===== config.mk =====
export PLATFORM = sky130hd
export DESIGN_NAME = mem_port_arbiter
export DESIGN_NICKNAME = d
export VERILOG_FILES = /design/src/rtl/mem_arb_pkg.sv /design/src/rtl/mem_port_arbiter_rr_pick.sv /design/src/rtl/mem_port_arbiter.sv
export SDC_FILE = /design/constraint.sdc
export NUM_CORES = 1
export LEC_CHECK = 0
export BUFFER_PORTS_ARGS = -buffer_cell sky130_fd_sc_hd__buf_2
export CORE_MARGIN = 1
export CORE_UTILIZATION = 40
export CTS_BUF_LIST = sky130_fd_sc_hd__clkbuf_16
export CTS_CLUSTER_DIAMETER = 50
export DETAILED_ROUTE_END_ITERATION = 7
export PLACE_DENSITY = 0.83
export SLEW_MARGIN = 10
export SYNTH_ARGS = -nofsm -noshare
export SYNTH_HDL_FRONTEND = slang
export SYNTH_SLANG_ARGS = --single-unit

===== constraint.sdc =====
create_clock -name Clk -period 3.12 [get_ports Clk]
set_input_delay 0.624 -clock Clk [delete_from_list [all_inputs] [get_ports Clk]]
set_output_delay 0.624 -clock Clk [all_outputs]
set_load 0.05 [all_outputs]

===== src/rtl/mem_arb_pkg.sv =====
// mem_arb_pkg: shared definitions for the memory-port arbiter.
//   NREQ           number of requesters (3)
//   IF, DM, IO     requester index constants (fetch, data, I/O)
//   LOCK_MAX_DEFAULT  default limit on consecutive locked grants
//   lock_state_e   UNLOCKED / LOCKED
//   wrap_inc, idx2onehot, onehot2idx  small index helpers for a 3-way ring
package mem_arb_pkg;

  localparam int NREQ = 3;

  localparam logic [1:0] IF = 2'd0;
  localparam logic [1:0] DM = 2'd1;
  localparam logic [1:0] IO = 2'd2;

  localparam int LOCK_MAX_DEFAULT = 8;

  typedef enum logic {
    UNLOCKED = 1'b0,
    LOCKED   = 1'b1
  } lock_state_e;

  // Next index on the 0 -> 1 -> 2 -> 0 ring; the unused code 3 maps to 0.
  function automatic logic [1:0] wrap_inc(input logic [1:0] idx);
    logic [1:0] nxt;
    case (idx)
      2'd0:    nxt = 2'd1;
      2'd1:    nxt = 2'd2;
      2'd2:    nxt = 2'd0;
      default: nxt = 2'd0;
    endcase
    return nxt;
  endfunction

  function automatic logic [NREQ-1:0] idx2onehot(input logic [1:0] idx);
    logic [NREQ-1:0] oh;
    case (idx)
      2'd0:    oh = 3'b001;
      2'd1:    oh = 3'b010;
      2'd2:    oh = 3'b100;
      default: oh = 3'b000;
    endcase
    return oh;
  endfunction

  // Only valid for one-hot or zero input; zero maps to index 0.
  function automatic logic [1:0] onehot2idx(input logic [NREQ-1:0] oh);
    logic [1:0] idx;
    case (oh)
      3'b010:  idx = 2'd1;
      3'b100:  idx = 2'd2;
      default: idx = 2'd0;
    endcase
    return idx;
  endfunction

endpackage


===== src/rtl/mem_port_arbiter_rr_pick.sv =====
// rr_pick: purely combinational rotating-priority picker.
//   req  [2:0]  pending requests
//   base [1:0]  index with highest priority; priority rotates upward from it
//   gnt  [2:0]  one-hot grant of the first pending request found, or 0
module rr_pick
  import mem_arb_pkg::*;
(
  input  logic [NREQ-1:0] req,
  input  logic [1:0]      base,
  output logic [NREQ-1:0] gnt
);

  logic [1:0] idx_s;
  logic       found_s;

  // Walk the ring starting at base and take the first pending requester.
  always_comb begin
    gnt     = 3'b000;
    idx_s   = base;
    found_s = 1'b0;
    for (int k = 0; k < NREQ; k++) begin
      if (!found_s && req[idx_s]) begin
        gnt     = idx2onehot(idx_s);
        found_s = 1'b1;
      end else begin
        found_s = found_s;
      end
      idx_s = wrap_inc(idx_s);
    end
  end

endmodule


===== src/rtl/mem_port_arbiter.sv =====
// mem_port_arbiter: three-requester arbiter in front of a single-port RAM,
// round-robin with an optional bounded lock for back-to-back ownership.
//   Clk, reset                 clock, synchronous active-high reset
//   req, we, lock [2:0]        per-requester request / write / lock
//   addrN, wdataN              per-requester address and write data
//   gnt [2:0]                  combinational one-hot grant (access accepted)
//   rvalid [2:0]               registered one-hot read-data-valid
//   rdata                      read data (pass-through of mem_rdata)
//   mem_en, mem_we, mem_addr, mem_wdata   RAM command, muxed from the winner
//   mem_rdata                  RAM read data, one cycle after a read
module mem_port_arbiter
  import mem_arb_pkg::*;
#(
  parameter int ADDR_W   = 16,
  parameter int DATA_W   = 16,
  parameter int LOCK_MAX = LOCK_MAX_DEFAULT
) (
  input  logic              Clk,
  input  logic              reset,
  input  logic [NREQ-1:0]   req,
  input  logic [NREQ-1:0]   we,
  input  logic [NREQ-1:0]   lock,
  input  logic [ADDR_W-1:0] addr0,
  input  logic [ADDR_W-1:0] addr1,
  input  logic [ADDR_W-1:0] addr2,
  input  logic [DATA_W-1:0] wdata0,
  input  logic [DATA_W-1:0] wdata1,
  input  logic [DATA_W-1:0] wdata2,
  output logic [NREQ-1:0]   gnt,
  output logic [NREQ-1:0]   rvalid,
  output logic [DATA_W-1:0] rdata,
  output logic              mem_en,
  output logic              mem_we,
  output logic [ADDR_W-1:0] mem_addr,
  output logic [DATA_W-1:0] mem_wdata,
  input  logic [DATA_W-1:0] mem_rdata
);

  localparam int              CNT_W      = $clog2(LOCK_MAX + 1);
  localparam logic [CNT_W:0]  LOCK_MAX_C = LOCK_MAX[CNT_W:0];

  lock_state_e       state_r, state_nxt_s;
  logic [1:0]        last_grant_r, last_grant_nxt_s;
  logic [1:0]        owner_r, owner_nxt_s;
  logic [CNT_W-1:0]  count_r, count_nxt_s;
  logic [CNT_W:0]    count_inc_s;
  // After a forced release the former owner may be granted but may not
  // re-lock until some other requester has been granted.
  logic              block_r, block_nxt_s;
  logic [1:0]        block_idx_r, block_idx_nxt_s;

  logic [NREQ-1:0]   rr_gnt_s, gnt_s, rvalid_r;
  logic [1:0]        base_s, rr_idx_s, sel_idx_s;
  logic              owner_hold_s;
  logic              mem_en_s, mem_we_s;
  logic [ADDR_W-1:0] mem_addr_s;
  logic [DATA_W-1:0] mem_wdata_s;

  assign base_s       = wrap_inc(last_grant_r);
  assign rr_idx_s     = onehot2idx(rr_gnt_s);
  assign owner_hold_s = (state_r == LOCKED) && req[owner_r];
  assign count_inc_s  = {1'b0, count_r} + {{CNT_W{1'b0}}, 1'b1};

  rr_pick u_rr_pick (
    .req  (req),
    .base (base_s),
    .gnt  (rr_gnt_s)
  );

  // Grant selection and lock/rotation next-state.
  always_comb begin
    gnt_s            = 3'b000;
    state_nxt_s      = state_r;
    last_grant_nxt_s = last_grant_r;
    owner_nxt_s      = owner_r;
    count_nxt_s      = count_r;
    block_nxt_s      = block_r;
    block_idx_nxt_s  = block_idx_r;
    if (reset) begin
      gnt_s = 3'b000;
    end else if (owner_hold_s) begin
      gnt_s            = idx2onehot(owner_r);
      last_grant_nxt_s = owner_r;
      count_nxt_s      = count_inc_s[CNT_W-1:0];
      if (!lock[owner_r]) begin
        state_nxt_s = UNLOCKED;
        count_nxt_s = {CNT_W{1'b0}};
      end else if (count_inc_s >= LOCK_MAX_C) begin
        state_nxt_s     = UNLOCKED;
        count_nxt_s     = {CNT_W{1'b0}};
        block_nxt_s     = 1'b1;
        block_idx_nxt_s = owner_r;
      end else begin
        state_nxt_s = LOCKED;
      end
    end else begin
      // Owner absent (or never locked): plain round-robin this cycle.
      gnt_s       = rr_gnt_s;
      state_nxt_s = UNLOCKED;
      count_nxt_s = {CNT_W{1'b0}};
      if (rr_gnt_s != 3'b000) begin
        last_grant_nxt_s = rr_idx_s;
        if (block_r && (rr_idx_s == block_idx_r)) begin
          block_nxt_s = 1'b1;
        end else begin
          block_nxt_s = 1'b0;
          if (lock[rr_idx_s]) begin
            if (LOCK_MAX <= 1) begin
              block_nxt_s     = 1'b1;
              block_idx_nxt_s = rr_idx_s;
            end else begin
              state_nxt_s = LOCKED;
              owner_nxt_s = rr_idx_s;
              count_nxt_s = {{(CNT_W-1){1'b0}}, 1'b1};
            end
          end else begin
            state_nxt_s = UNLOCKED;
          end
        end
      end else begin
        last_grant_nxt_s = last_grant_r;
      end
    end
  end

  // Lock, rotation and relock-block state registers.
  always_ff @(posedge Clk) begin
    if (reset) begin
      state_r      <= UNLOCKED;
      last_grant_r <= IO;
      owner_r      <= IF;
      count_r      <= {CNT_W{1'b0}};
      block_r      <= 1'b0;
      block_idx_r  <= IF;
    end else begin
      state_r      <= state_nxt_s;
      last_grant_r <= last_grant_nxt_s;
      owner_r      <= owner_nxt_s;
      count_r      <= count_nxt_s;
      block_r      <= block_nxt_s;
      block_idx_r  <= block_idx_nxt_s;
    end
  end

  // RAM command mux from the granted requester; all zero when idle.
  always_comb begin
    mem_en_s    = |gnt_s;
    sel_idx_s   = onehot2idx(gnt_s);
    mem_we_s    = 1'b0;
    mem_addr_s  = {ADDR_W{1'b0}};
    mem_wdata_s = {DATA_W{1'b0}};
    if (mem_en_s) begin
      case (sel_idx_s)
        IF: begin
          mem_we_s    = we[0];
          mem_addr_s  = addr0;
          mem_wdata_s = wdata0;
        end
        DM: begin
          mem_we_s    = we[1];
          mem_addr_s  = addr1;
          mem_wdata_s = wdata1;
        end
        IO: begin
          mem_we_s    = we[2];
          mem_addr_s  = addr2;
          mem_wdata_s = wdata2;
        end
        default: begin
          mem_we_s    = 1'b0;
          mem_addr_s  = {ADDR_W{1'b0}};
          mem_wdata_s = {DATA_W{1'b0}};
        end
      endcase
    end else begin
      mem_we_s = 1'b0;
    end
  end

  // Read-valid pipeline stage: one cycle after a granted read.
  always_ff @(posedge Clk) begin
    if (reset) begin
      rvalid_r <= 3'b000;
    end else begin
      rvalid_r <= gnt_s & ~we;
    end
  end

  // Gating with reset suppresses a read-valid already in flight when reset hits.
  assign rvalid    = rvalid_r & {NREQ{~reset}};
  assign rdata     = mem_rdata;
  assign gnt       = gnt_s;
  assign mem_en    = mem_en_s;
  assign mem_we    = mem_we_s;
  assign mem_addr  = mem_addr_s;
  assign mem_wdata = mem_wdata_s;

endmodule


-- Word-level counts from Yosys, hierarchy flattened
Cells that the tools add are included.
- output and inout port bits: 56
- flip-flop bits (word level): 15
- bits of input ports: 123
- word-level logic and storage cells: 109
- eq/ne operators: 18
- bitwise gates (word level): 6
- reductions and logical operators: 18
- $lt $le $gt $ge: 6
- multiplexer cells: 53
- add/sub/neg operators: 1
- operator list (cell ; number):
    16-bit one-hot mux with 3 select lines ; 2
    3-bit one-hot mux with 3 select lines ; 4
    16-bit 2-to-1 mux ; 2
    1-bit 2-to-1 mux ; 23
    2-bit one-hot mux with 2 select lines ; 5
    2-bit by 3-bit less-than comparator with 1-bit output, second input constant ; 5
    3-bit 2-to-1 mux ; 5
    1-bit binary-select mux with 2-bit select ; 6
    2-bit by 1-bit == test with 1-bit output, second input constant ; 6
    2-bit zero test ; 6
    4-bit 2-to-1 mux ; 3
    2-bit == test, second input constant ; 5
    3-bit AND ; 2
    3-bit by 2-bit == test with 1-bit output, second input constant ; 2
    3-bit == test, second input constant ; 2
    3-bit AND reduction ; 2
    4-bit by 1-bit adder with 5-bit output, second input constant ; 1
    5-bit by 4-bit >= comparator with 1-bit output, second input constant ; 1
    1-bit logical AND ; 4
    2-bit 2-to-1 mux ; 2
    2-bit by 1-bit != test with 1-bit output, second input constant ; 2
    4-bit AND reduction ; 1
    1-bit inverter ; 3
    3-bit inverter ; 1
    6 further kinds ; 7

-- Longest topological paths before layout
Gate-level depths: netlist of run 1.
- depth in word-level cells: 19
- gate-level depth with buffers: 8
- mapped depth without buffers: 6

-- Cells and area by module
A second synthesis of run 1 with hierarchy kept.
- cells, all modules: 295
- area total of the unflattened synthesis: 2075.7 um^2
- by module, submodules not included (module ; cells each ; sequential area each (um^2) ; area each (um^2) ; instances):
    mem_port_arbiter ; 284 ; 300.3 ; 2006.9 ; 1
    rr_pick ; 11 ; 0.0 ; 68.8 ; 1

-- Least setup slack after synthesis of run 1
No wires, ideal clock.
- path kind: in2out
- start: in req[2]
- end: out mem_addr[10]
- data required time: 2496 ps
- arrival: 2327 ps
- stages: 7
- path buffers: 2
- setup slack: 169 ps
- path through: mux2i_1 o2bb2ai_1 and2_4 buf_6 o31ai_4 buf_2 a221o_1
- cells in the longest elaborated chain, start to end: 16
- elaborated cells on any way between the ends: 29
- those cells by class: eq/ne: 4; mux: 18; reduce/logical: 7
- RTL lines (item ; RTL line ; RTL):
    start, declared ; mem_port_arbiter.sv:20 ; input logic [NREQ-1:0] req,
    1-bit binary-select mux with 2-bit select ; mem_port_arbiter_rr_pick.sv:22 ; if (!found_s && req[idx_s]) begin
    1-bit 2-to-1 mux (not written as such) ; mem_port_arbiter_rr_pick.sv:22 ;
    1-bit 2-to-1 mux ; mem_port_arbiter_rr_pick.sv:22 ;
    1-bit zero test ; mem_port_arbiter_rr_pick.sv:22 ;
    1-bit logical AND ; mem_port_arbiter_rr_pick.sv:22 ;
    1-bit 2-to-1 mux ; mem_port_arbiter_rr_pick.sv:22 ;
    1-bit zero test ; mem_port_arbiter_rr_pick.sv:22 ;
    1-bit logical AND ; mem_port_arbiter_rr_pick.sv:22 ;
    3-bit 2-to-1 mux ; mem_port_arbiter_rr_pick.sv:22 ;
    3-bit 2-to-1 mux * ; mem_port_arbiter.sv:81 ; end else if (owner_hold_s) begin
    3-bit 2-to-1 mux * ; mem_port_arbiter.sv:79 ; if (reset) begin
    via gnt[0] ; mem_port_arbiter.sv:29 ; output logic [NREQ-1:0] gnt,
    3-bit == test or 3-bit by 2-bit == test with 1-bit output (tied branches) ; mem_arb_pkg.sv:48 ; case (oh)
    2-bit one-hot mux with 2 select lines ; mem_arb_pkg.sv:48 ;
    2-bit == test (tied with other cells) ; mem_port_arbiter.sv:153 ; case (sel_idx_s)
    16-bit one-hot mux with 3 select lines ; mem_port_arbiter.sv:153 ;
    16-bit 2-to-1 mux * ; mem_port_arbiter.sv:152 ; if (mem_en_s) begin
    end, declared ; mem_port_arbiter.sv:34 ; output logic [ADDR_W-1:0] mem_addr,
Mark *: on every way through the listed nets, which the timed path passes. The rest lies on a longest branch. The select of a mux whose other input is x is not followed.

-- Worst setup path after layout of run 1
- start: in req[0]
- end: out mem_wdata[1]
- cells in the longest elaborated chain, start to end: 16
- elaborated cells on any way between the ends: 29
- those cells by class: eq/ne: 4; mux: 18; reduce/logical: 7
- RTL lines (item ; RTL line ; RTL):
    1-bit binary-select mux with 2-bit select ; mem_port_arbiter_rr_pick.sv:22 ;
    1-bit 2-to-1 mux (not written as such) ; mem_port_arbiter_rr_pick.sv:22 ;
    1-bit 2-to-1 mux ; mem_port_arbiter_rr_pick.sv:22 ;
    1-bit zero test ; mem_port_arbiter_rr_pick.sv:22 ;
    1-bit logical AND ; mem_port_arbiter_rr_pick.sv:22 ;
    1-bit 2-to-1 mux ; mem_port_arbiter_rr_pick.sv:22 ;
    1-bit zero test ; mem_port_arbiter_rr_pick.sv:22 ;
    1-bit logical AND ; mem_port_arbiter_rr_pick.sv:22 ;
    3-bit 2-to-1 mux ; mem_port_arbiter_rr_pick.sv:22 ;
    3-bit 2-to-1 mux * ; mem_port_arbiter.sv:81 ;
    3-bit 2-to-1 mux * ; mem_port_arbiter.sv:79 ;
    3-bit == test or 3-bit by 2-bit == test with 1-bit output (tied branches) ; mem_arb_pkg.sv:48 ;
    2-bit one-hot mux with 2 select lines ; mem_arb_pkg.sv:48 ;
    2-bit == test (tied with other cells) ; mem_port_arbiter.sv:153 ;
    16-bit one-hot mux with 3 select lines ; mem_port_arbiter.sv:153 ;
    16-bit 2-to-1 mux * ; mem_port_arbiter.sv:152 ;
    end, declared ; mem_port_arbiter.sv:35 ; output logic [DATA_W-1:0] mem_wdata,
Every way passes the cells marked *; elsewhere a longest branch is shown, timed or not. The select of a mux whose other input is x is not followed.

==> results of run 1 <==
-- cells in the mapped netlist --
master / count / area (um^2)
sky130_fd_sc_hd__a2111o_1: 1 / 11.26
sky130_fd_sc_hd__a211oi_1: 1 / 7.510
sky130_fd_sc_hd__a21o_1: 2 / 15.01
sky130_fd_sc_hd__a21oi_1: 3 / 15.01
sky130_fd_sc_hd__a221o_1: 34 / 340.3
sky130_fd_sc_hd__a22o_1: 1 / 8.760
sky130_fd_sc_hd__a2bb2oi_1: 1 / 8.760
sky130_fd_sc_hd__a311o_1: 1 / 10.01
sky130_fd_sc_hd__a31oi_1: 2 / 12.51
sky130_fd_sc_hd__a41oi_1: 1 / 8.760
sky130_fd_sc_hd__and2_4: 1 / 8.760
sky130_fd_sc_hd__buf_1: 4 / 15.01
sky130_fd_sc_hd__buf_2: 5 / 25.02
sky130_fd_sc_hd__buf_4: 16 / 120.1
sky130_fd_sc_hd__buf_6: 5 / 56.30
sky130_fd_sc_hd__clkbuf_1: 18 / 67.56
sky130_fd_sc_hd__conb_1: 1 / 3.750
sky130_fd_sc_hd__dfxtp_1: 15 / 300.3
sky130_fd_sc_hd__ha_1: 2 / 25.02
sky130_fd_sc_hd__inv_1: 4 / 15.01
sky130_fd_sc_hd__mux2_4: 2 / 30.03
sky130_fd_sc_hd__mux2i_1: 5 / 50.05
sky130_fd_sc_hd__nand2_1: 36 / 135.1
sky130_fd_sc_hd__nand2b_1: 4 / 25.02
sky130_fd_sc_hd__nand3_1: 2 / 10.01
sky130_fd_sc_hd__nand3b_1: 2 / 15.01
sky130_fd_sc_hd__nand4_1: 34 / 212.7
sky130_fd_sc_hd__nor2_1: 12 / 45.04
sky130_fd_sc_hd__nor2b_1: 44 / 275.3
sky130_fd_sc_hd__nor3_1: 3 / 15.01
sky130_fd_sc_hd__o21ai_0: 36 / 180.2
sky130_fd_sc_hd__o22ai_1: 2 / 12.51
sky130_fd_sc_hd__o2bb2ai_1: 2 / 17.52
sky130_fd_sc_hd__o31ai_1: 1 / 7.510
sky130_fd_sc_hd__o31ai_4: 1 / 21.27
sky130_fd_sc_hd__xnor2_1: 2 / 17.52
sky130_fd_sc_hd__xor2_1: 1 / 8.760
-- timing repair --
| action | in CTS | in global routing |
|---|---|---|
| setup endpoints to repair | 0 | 17 |
| gates resized for setup | 0 | 2 |
| buffers inserted | 0 | 0 |
| hold endpoints to repair | 0 | 0 |
-- final cells by class --
| class | instances | share of cell area [%] |
|---|---|---|
| multi-input combinational | 240 | 54.59 |
| timing repair buffer | 158 | 28.72 |
| sequential | 15 | 10.39 |
| tap | 70 | 3.019 |
| clock buffer | 3 | 2.587 |
| inverter | 4 | 0.5175 |
| clock inverter | 1 | 0.1725 |
-- per-layer routing --
layer | GRT usage [%] | vias to the layer above
met5 | 0 | -
met4 | 4.527 | 0
met3 | 2.381 | 8
met2 | 43.15 | 105
met1 | 26.69 | 1271
li1 | - | 1360
-- critical path: stages --
cell	delay, ns
sky130_fd_sc_hd__buf_2	0.14
sky130_fd_sc_hd__mux2i_2	0.22
sky130_fd_sc_hd__o2bb2ai_4	0.10
sky130_fd_sc_hd__buf_4	0.19
sky130_fd_sc_hd__nand3_1	0.14
sky130_fd_sc_hd__o31ai_4	0.09
sky130_fd_sc_hd__buf_4	0.23
sky130_fd_sc_hd__a221o_1	0.38
sky130_fd_sc_hd__buf_2	0.22
-- cell families (layout without fill, tap and decap cells) --
logic type               after synthesis  after routing  synth area share (%)
other                                  1              1                0.1742
XOR/XNOR                               3              3                 1.220
AO/OA/AOI/OAI                         89             89                 31.44
adder cells (fa/ha/maj)                2              2                 1.162
multiplexers                           7              7                 3.719
AND/OR/NAND/NOR                      138            138                 34.46
buffers and inverters                 52            166                 13.89
flip-flops                            15             15                 13.95
-- worst paths after layout --
path	startpoint	endpoint	cells past startpoint
min	block_r	block_r	2
max reg2reg	last_grant_r[1]	owner_r[1]	6
max	req[0]	mem_wdata[1]	9
min reg2reg	block_r	block_r	2
-- power groups by stage --
stage	Clock [mW]	Combinational, mW	Sequential (mW)
finish	0.250	0.639	0.217
global route	0.264	0.689	0.218
CTS	0.256	0.638	0.216
detailed placement	0	0.637	0.220
global placement	0	0.625	0.219
floorplan	0	0.521	0.216
-- stage by stage --
stage | setup WS, ns | instances | power, mW | hold slack [ns] | utilization (%)
2_1_floorplan | 0.1689 | 307 | 0.7370 | 0.4449 | -
3_3_place_gp | 0.1792 | 487 | 0.8443 | 0.4597 | 54.80
3_5_place_dp | 0.1063 | 487 | 0.8566 | 0.4791 | 54.80
4_1_cts | 0.03694 | 491 | 1.109 | 0.5075 | 56.35
5_1_grt | 0.05640 | 491 | 1.170 | 0.5309 | 56.45
6_report | 0.1627 | 491 | 1.105 | 0.4976 | 56.45
-- state kept, by name, indices dropped and copies added (netlist names) --
signal,count
count_r,4
rvalid_r,3
block_idx_r,2
last_grant_r,2
owner_r,2
block_r,1
state_r,1
==> impl_summary.md, run 1 <==
Outcome
The run finished with clean final reports.

CTS
CTS saw 15 sinks. The cell chosen for the clock root is sky130_fd_sc_hd__clkbuf_16. The H-tree depth is 1.

Clock-pin slew was measured on the worst setup and hold paths at ~0.050 ns. Clock latency on the worst-skew pair, taken at its later pin, is 0.25 ns. TritonCTS created 3 clock buffers. The number of hold-repair buffers added at the cts stage is 0. TritonCTS built the clock tree. No sink is reached through more buffers than the 2 on the longest clock path.

Placed design
At the end of routability-driven placement, the weighted congestion stood at about 0.81. The placed cell area is 2816 um^2. After legalization and detailed placement, the total HPWL measured ~5300 um. In this run the tool buffered the top-level ports with ~150 buffer cells.

Timing
The max-slew violation count is 0. The sum of negative setup slack is 0 ns. The slew at the pin closest to its max-slew limit is 0.5643 ns. The final cycle utilization of the critical path is a little over nine tenths. Setup violations remaining at the end of the flow were counted as 0. The worst pin sits at a relative slew slack of slightly above 60%. The number of endpoints with negative hold slack in the final report is 0. Setup repair after global routing left no endpoint under its margin. The highest achievable clock rate is around 0.34 GHz. The shortest period the worst path allows is approximately 3.0 ns. The final worst clock skew is between 0.002 and 0.0025 ns.

Logic synthesis
The post-synthesis instance total is 307. The number of distinct library cell variants in the gate-level netlist after synthesis is 37. In this run, synthesis produced a sequential element count of 15. The post-synth net total is around 430. The post-synthesis cell area is about 2200 um^2. The post-synthesis area per instance is roughly 7.0 um^2. Sequential cells were found to cover roughly 14% of the synthesized design area. The yosys synthesis warning count is 0.

Global routing
The total global routing overflow is 0. The initial antenna violation count is 0. The first global-routing pass estimated between 10,000 and 15,000 um of wire. The number of global-route vias before repair is 2,196.

Entering global routing, the biggest net connects 38 pins. The global routing usage summed across all routing layers is around 22%.

Detailed routing
The average wire per standard cell is roughly 14 um. The average via count per standard cell is approximately 5.6. The highest layer used for signal routing is met4. Summed over all nets, wire length on met2 after detailed routing comes to ~3800 um.

The number of remaining DRC errors is 0. The via total after detailed routing is around 2,700. The final wirelength is between 6000 and 7000 um. The first routing iteration left 130 violations.

The met3 wirelength from detailed routing is 406 um. The met1 routed wirelength after detailed routing is between 2000 and 3000 um. In this run the remaining antenna-violating nets after routing total 0.

Before antenna repair, the detailed router went through 4 iterations.

Power
In this run the static leakage power is about 1.4 nW. The power per standard cell area is ~380 nW/um^2. VDD sags by at most ~0.23 mV. The switching share of power is between 40% and 50%.

Per report_power, the combinational group accounts for about 58% of the total. Cell internal power was estimated by the tool at between 0.5 and 0.6 mW. The analysis attributes to net switching a power of approximately 0.52 mW.

The clock network burns ~23% of the power. The share of power burned in registers is just under 20%.

Job
The number of violations of the max-capacitance limit is 0.

Worst hold path
The path class of the tightest hold or removal check is register to register.

Final layout
The area taken by flip-flops and latches is 301.5 um^2. The top cell types in the final layout, fill and taps aside, are sky130_fd_sc_hd__buf_2, sky130_fd_sc_hd__nor2b_1, sky130_fd_sc_hd__nand2_1, sky130_fd_sc_hd__o21ai_0. The net count of the finished layout is about 550. Leaving out fill and tap cells, the most frequent cell in the layout is sky130_fd_sc_hd__buf_2. Relative to the synthesized area, the layout overhead comes to 34.75%. The multi-input gate area in the final layout is about 1600 um^2.

The number of antenna diodes in the final layout is 0. Cells with a size suffix above 1 make up 40.38% of the layout. After filler insertion, the fill cell instance count of the layout stands at roughly 520.

The post-route standard cell area excluding fillers is a little under 3000 um^2.

Critical path
The peak fanout along the critical path is 24. At the worst endpoint, the arrival time is approximately 2.3 ns. The kind of launch point of the worst setup path is an input port. The setup path with the least slack is of type input port to output pin. The critical path capture point type is an output pin. The reg-to-reg setup timing slack is between 0.9 and 1 ns. The worst path required time is 2.50 ns.

Die
In this run the core area contains 26 standard-cell rows. The count of boundary I/O pins is approximately 180. The effective utilization at floorplan is around two fifths. The floorplan step set the die height to 75.37 um. From left edge to right edge, the die measures between 70 and 80 um. The die area is 5681 um^2. The total area inside the core boundary comes to 5140 um^2.
Power figures use the tool's default switching activity.
==> run 2, diff against run 1 <==
- PLACE_DENSITY: 0.83 -> default
- PLACE_DENSITY_LB_ADDON: default -> 0.05
==> run 2 against run 1 <==
Total power decreased by 0.48%. Final area about the same. Die area unchanged. Non-clock buffer count unchanged. Global-route usage decreased by 0.39 points. Register-to-register slack about the same. Via count decreased by 1.6%. Routed wire length decreased by 1.7%. Clock skew decreased by 0.00094 ns. Clock power about the same. Sequential cell count unchanged. Sequential share of layout area about the same. Critical endpoint unchanged.
==> impl_summary.md, run 2 (synthesis gave the netlist of run 1 again) <==
Outcome
The flow ran to the end, and the final reports show no timing, DRC or antenna violations.

Critical path
The worst path required time is 2.50 ns. The critical path capture point type is an output pin. The reg-to-reg setup timing slack is between 0.9 and 1 ns. The endpoint identified for the worst register-to-register timing path is owner_r[1]. STA classifies the critical path startpoint as an input port. The count of cells along the worst register-to-register path is 6. The capture point of the critical path is mem_wdata[1]. The start of the worst register-to-register path is last_grant_r[1]. In this run the worst path has a maximum fanout of 37. The critical path starts at req[2]. The arrival time at the worst endpoint is between 2 and 2.5 ns. The critical path class is input port to output pin.

Final layout
The largest registers in the layout are count_r x4, rvalid_r x3. The layout has about 540 filler cells. The library cell used most frequently in the layout, excluding fill and tap cells, is sky130_fd_sc_hd__buf_2.

The library cells used most frequently in the layout, excluding fill and tap cells, are sky130_fd_sc_hd__buf_2, sky130_fd_sc_hd__nor2b_1, sky130_fd_sc_hd__nand2_1, sky130_fd_sc_hd__o21ai_0. Registers take roughly 300 um^2. The utilization of the core after routing is a little under three fifths. In the final layout, the multi-input gates occupy roughly 1600 um^2. The number of antenna diodes in the final layout is 0. After the last flow step, the layout net total stands at about 550. The post-route standard cell area excluding fillers is between 2000 and 3000 um^2. The area growth from synthesis to layout is 34.63%. The flip-flop count of the largest register, all copies and words added is 4. In the final layout, the share of cells above drive strength 1 is approximately two fifths.

The register with the most flip-flops in the final layout is count_r.

CTS
After clock tree synthesis, the clock-pin slew on the worst setup and hold paths is ~0.050 ns. The clock net in this run drives a total of 15 sinks. The H-tree depth is 1.

In this run the post-CTS setup repair buffer count came out at 0. The clock insertion delay at the later pin of the skew report is 0.24 ns. The largest buffer count on any clock path is 2. TritonCTS built the clock tree. The number of buffers inserted during clock tree synthesis is 3. The cell chosen for the clock root is sky130_fd_sc_hd__clkbuf_16.

Die
The floorplan step defined a die boundary enclosing between 5000 and 6000 um^2. The height of the die is ~75 um. Measured along the x axis, the die boundary spans between 70 and 80 um. The region available for standard cell placement spans 5140 um^2. The count of boundary I/O pins is between 150 and 200. After floorplanning, the core was divided into 26 placement rows.

Once the floorplan was initialized, standard cells occupied between 40% and 50% of the core.

Power
After layout, the design draws a total of roughly 1.1 mW. The maximum resistive drop on vdd is 0.2845 mV. The analysis attributes to cell leakage a power of around 1.4 nW. The power per standard cell area is between 300 and 400 nW/um^2.

Placed design
Routability-driven placement finished with a final weighted congestion of a little under 0.9. After detailed placement, the total cell area comes to 2811 um^2. The number of buffer cells added on primary ports is approximately 150.

The half-perimeter wire length after detailed placement is 4830 um.

Worst hold path
The classification of the worst-slack hold path is register to register.

Global routing
The global routing usage summed across all routing layers is 22.01%. The number of global-route vias before repair was approximately 2,200. Entering global routing, the biggest net connects 38 pins. Global routing finished with a remaining overflow of 0. The initial antenna violation count is 0. The first global-routing pass estimated 9887 um of wire.

Timing
At the pin with the least slew margin, the transition time is 0.5603 ns. The shortest period the worst path allows is approximately 3.0 ns. Setup repair after global routing left no endpoint under its margin. The sum of negative setup slack is 0 ns.

Dividing the final minimum period by the clock period gives 95.51%. The highest achievable clock rate is between 0.3 and 0.4 GHz. The number of endpoints with negative hold slack in the final report came to 0. The final-report setup violation count is 0. The final worst clock skew is 0.001233 ns. The normalized max-slew margin is between 60% and 70%. The max-slew violation count was 0.

Detailed routing
Using the TritonRoute via totals, the vias-per-cell ratio works out to between 5 and 6. The DRC violation total after the first TritonRoute iteration is around 130. After detailed routing, the average wire length per cell comes to between 10 and 15 um. After detailed routing, the number of remaining DRC violations is 0. The detailed router placed between 2,000 and 3,000 vias in this run.

The detailed-routing iteration count for the pre-antenna-repair pass is 4. The final layout contains routed wiring with a total length of about 7000 um. Once detail routing completed, the nets flagged for antenna violations numbered 0.

Job
Max-cap violations in this run came to 0.
-- run 2: worst min path at each step --
| stage | start | cells after the start | to | slack, ns |
|---|---|---|---|---|
| 2_1_floorplan | block_r | 2 | block_r | 0.44 |
| 3_3_place_gp | block_r | 2 | block_r | 0.47 |
| 3_5_place_dp | block_r | 2 | block_r | 0.47 |
| 4_1_cts | block_r | 2 | block_r | 0.49 |
| 5_1_grt | we[1] | 2 | rvalid_r[1] | 0.55 |
| 6_report | block_r | 2 | block_r | 0.49 |
-- run 2: layout make-up --
type / count / share of cell area [%]
inverters: 4 / 0.5179
flip-flops and latches: 15 / 10.40
clock buffers: 3 / 2.590
multi-input cells: 240 / 54.47
well taps: 70 / 3.021
repair buffers: 158 / 28.87
clock inverters: 1 / 0.1295
-- run 2: routing by layer --
layer	vias to the layer above	GRT usage, %	routed length, um
li1	1361	-	-
met1	1246	27.74	2996
met2	87	40.87	3471
met3	5	3.042	360
met4	0	2.675	23
met5	-	0	0
-- run 2: metrics by stage --
step           hold WS, ns  cells  setup WS, ns
2_1_floorplan       0.4449    307        0.1689
3_3_place_gp        0.4655    487       0.05289
3_5_place_dp        0.4716    487       0.01014
4_1_cts             0.4908    491      0.007827
5_1_grt             0.5481    491       0.01327
6_report            0.4863    491        0.1401
-- run 2: report_power, final --
part / leakage (nW) / switching (mW) / total, mW / internal (mW)
Sequential: 0.123 / 0.0108 / 0.215 / 0.204
Clock: 0.0423 / 0.0774 / 0.247 / 0.170
Combinational: 1.19 / 0.430 / 0.638 / 0.207
-- run 2: what timing repair did --
item | CTS | global route
endpoints found under the setup margin | 0 | 33
gates resized for setup | 0 | 3
hold buffers | 0 | 0
-- run 2: worst max-delay path: stages --
cell and delay, ns:
sky130_fd_sc_hd__buf_2 0.14, sky130_fd_sc_hd__mux2i_2 0.10, sky130_fd_sc_hd__o2bb2ai_4 0.15, sky130_fd_sc_hd__buf_6 0.29, sky130_fd_sc_hd__nand3_1 0.17, sky130_fd_sc_hd__o31ai_4 0.10
sky130_fd_sc_hd__buf_4 0.30, sky130_fd_sc_hd__a221o_1 0.20, sky130_fd_sc_hd__buf_2 0.26
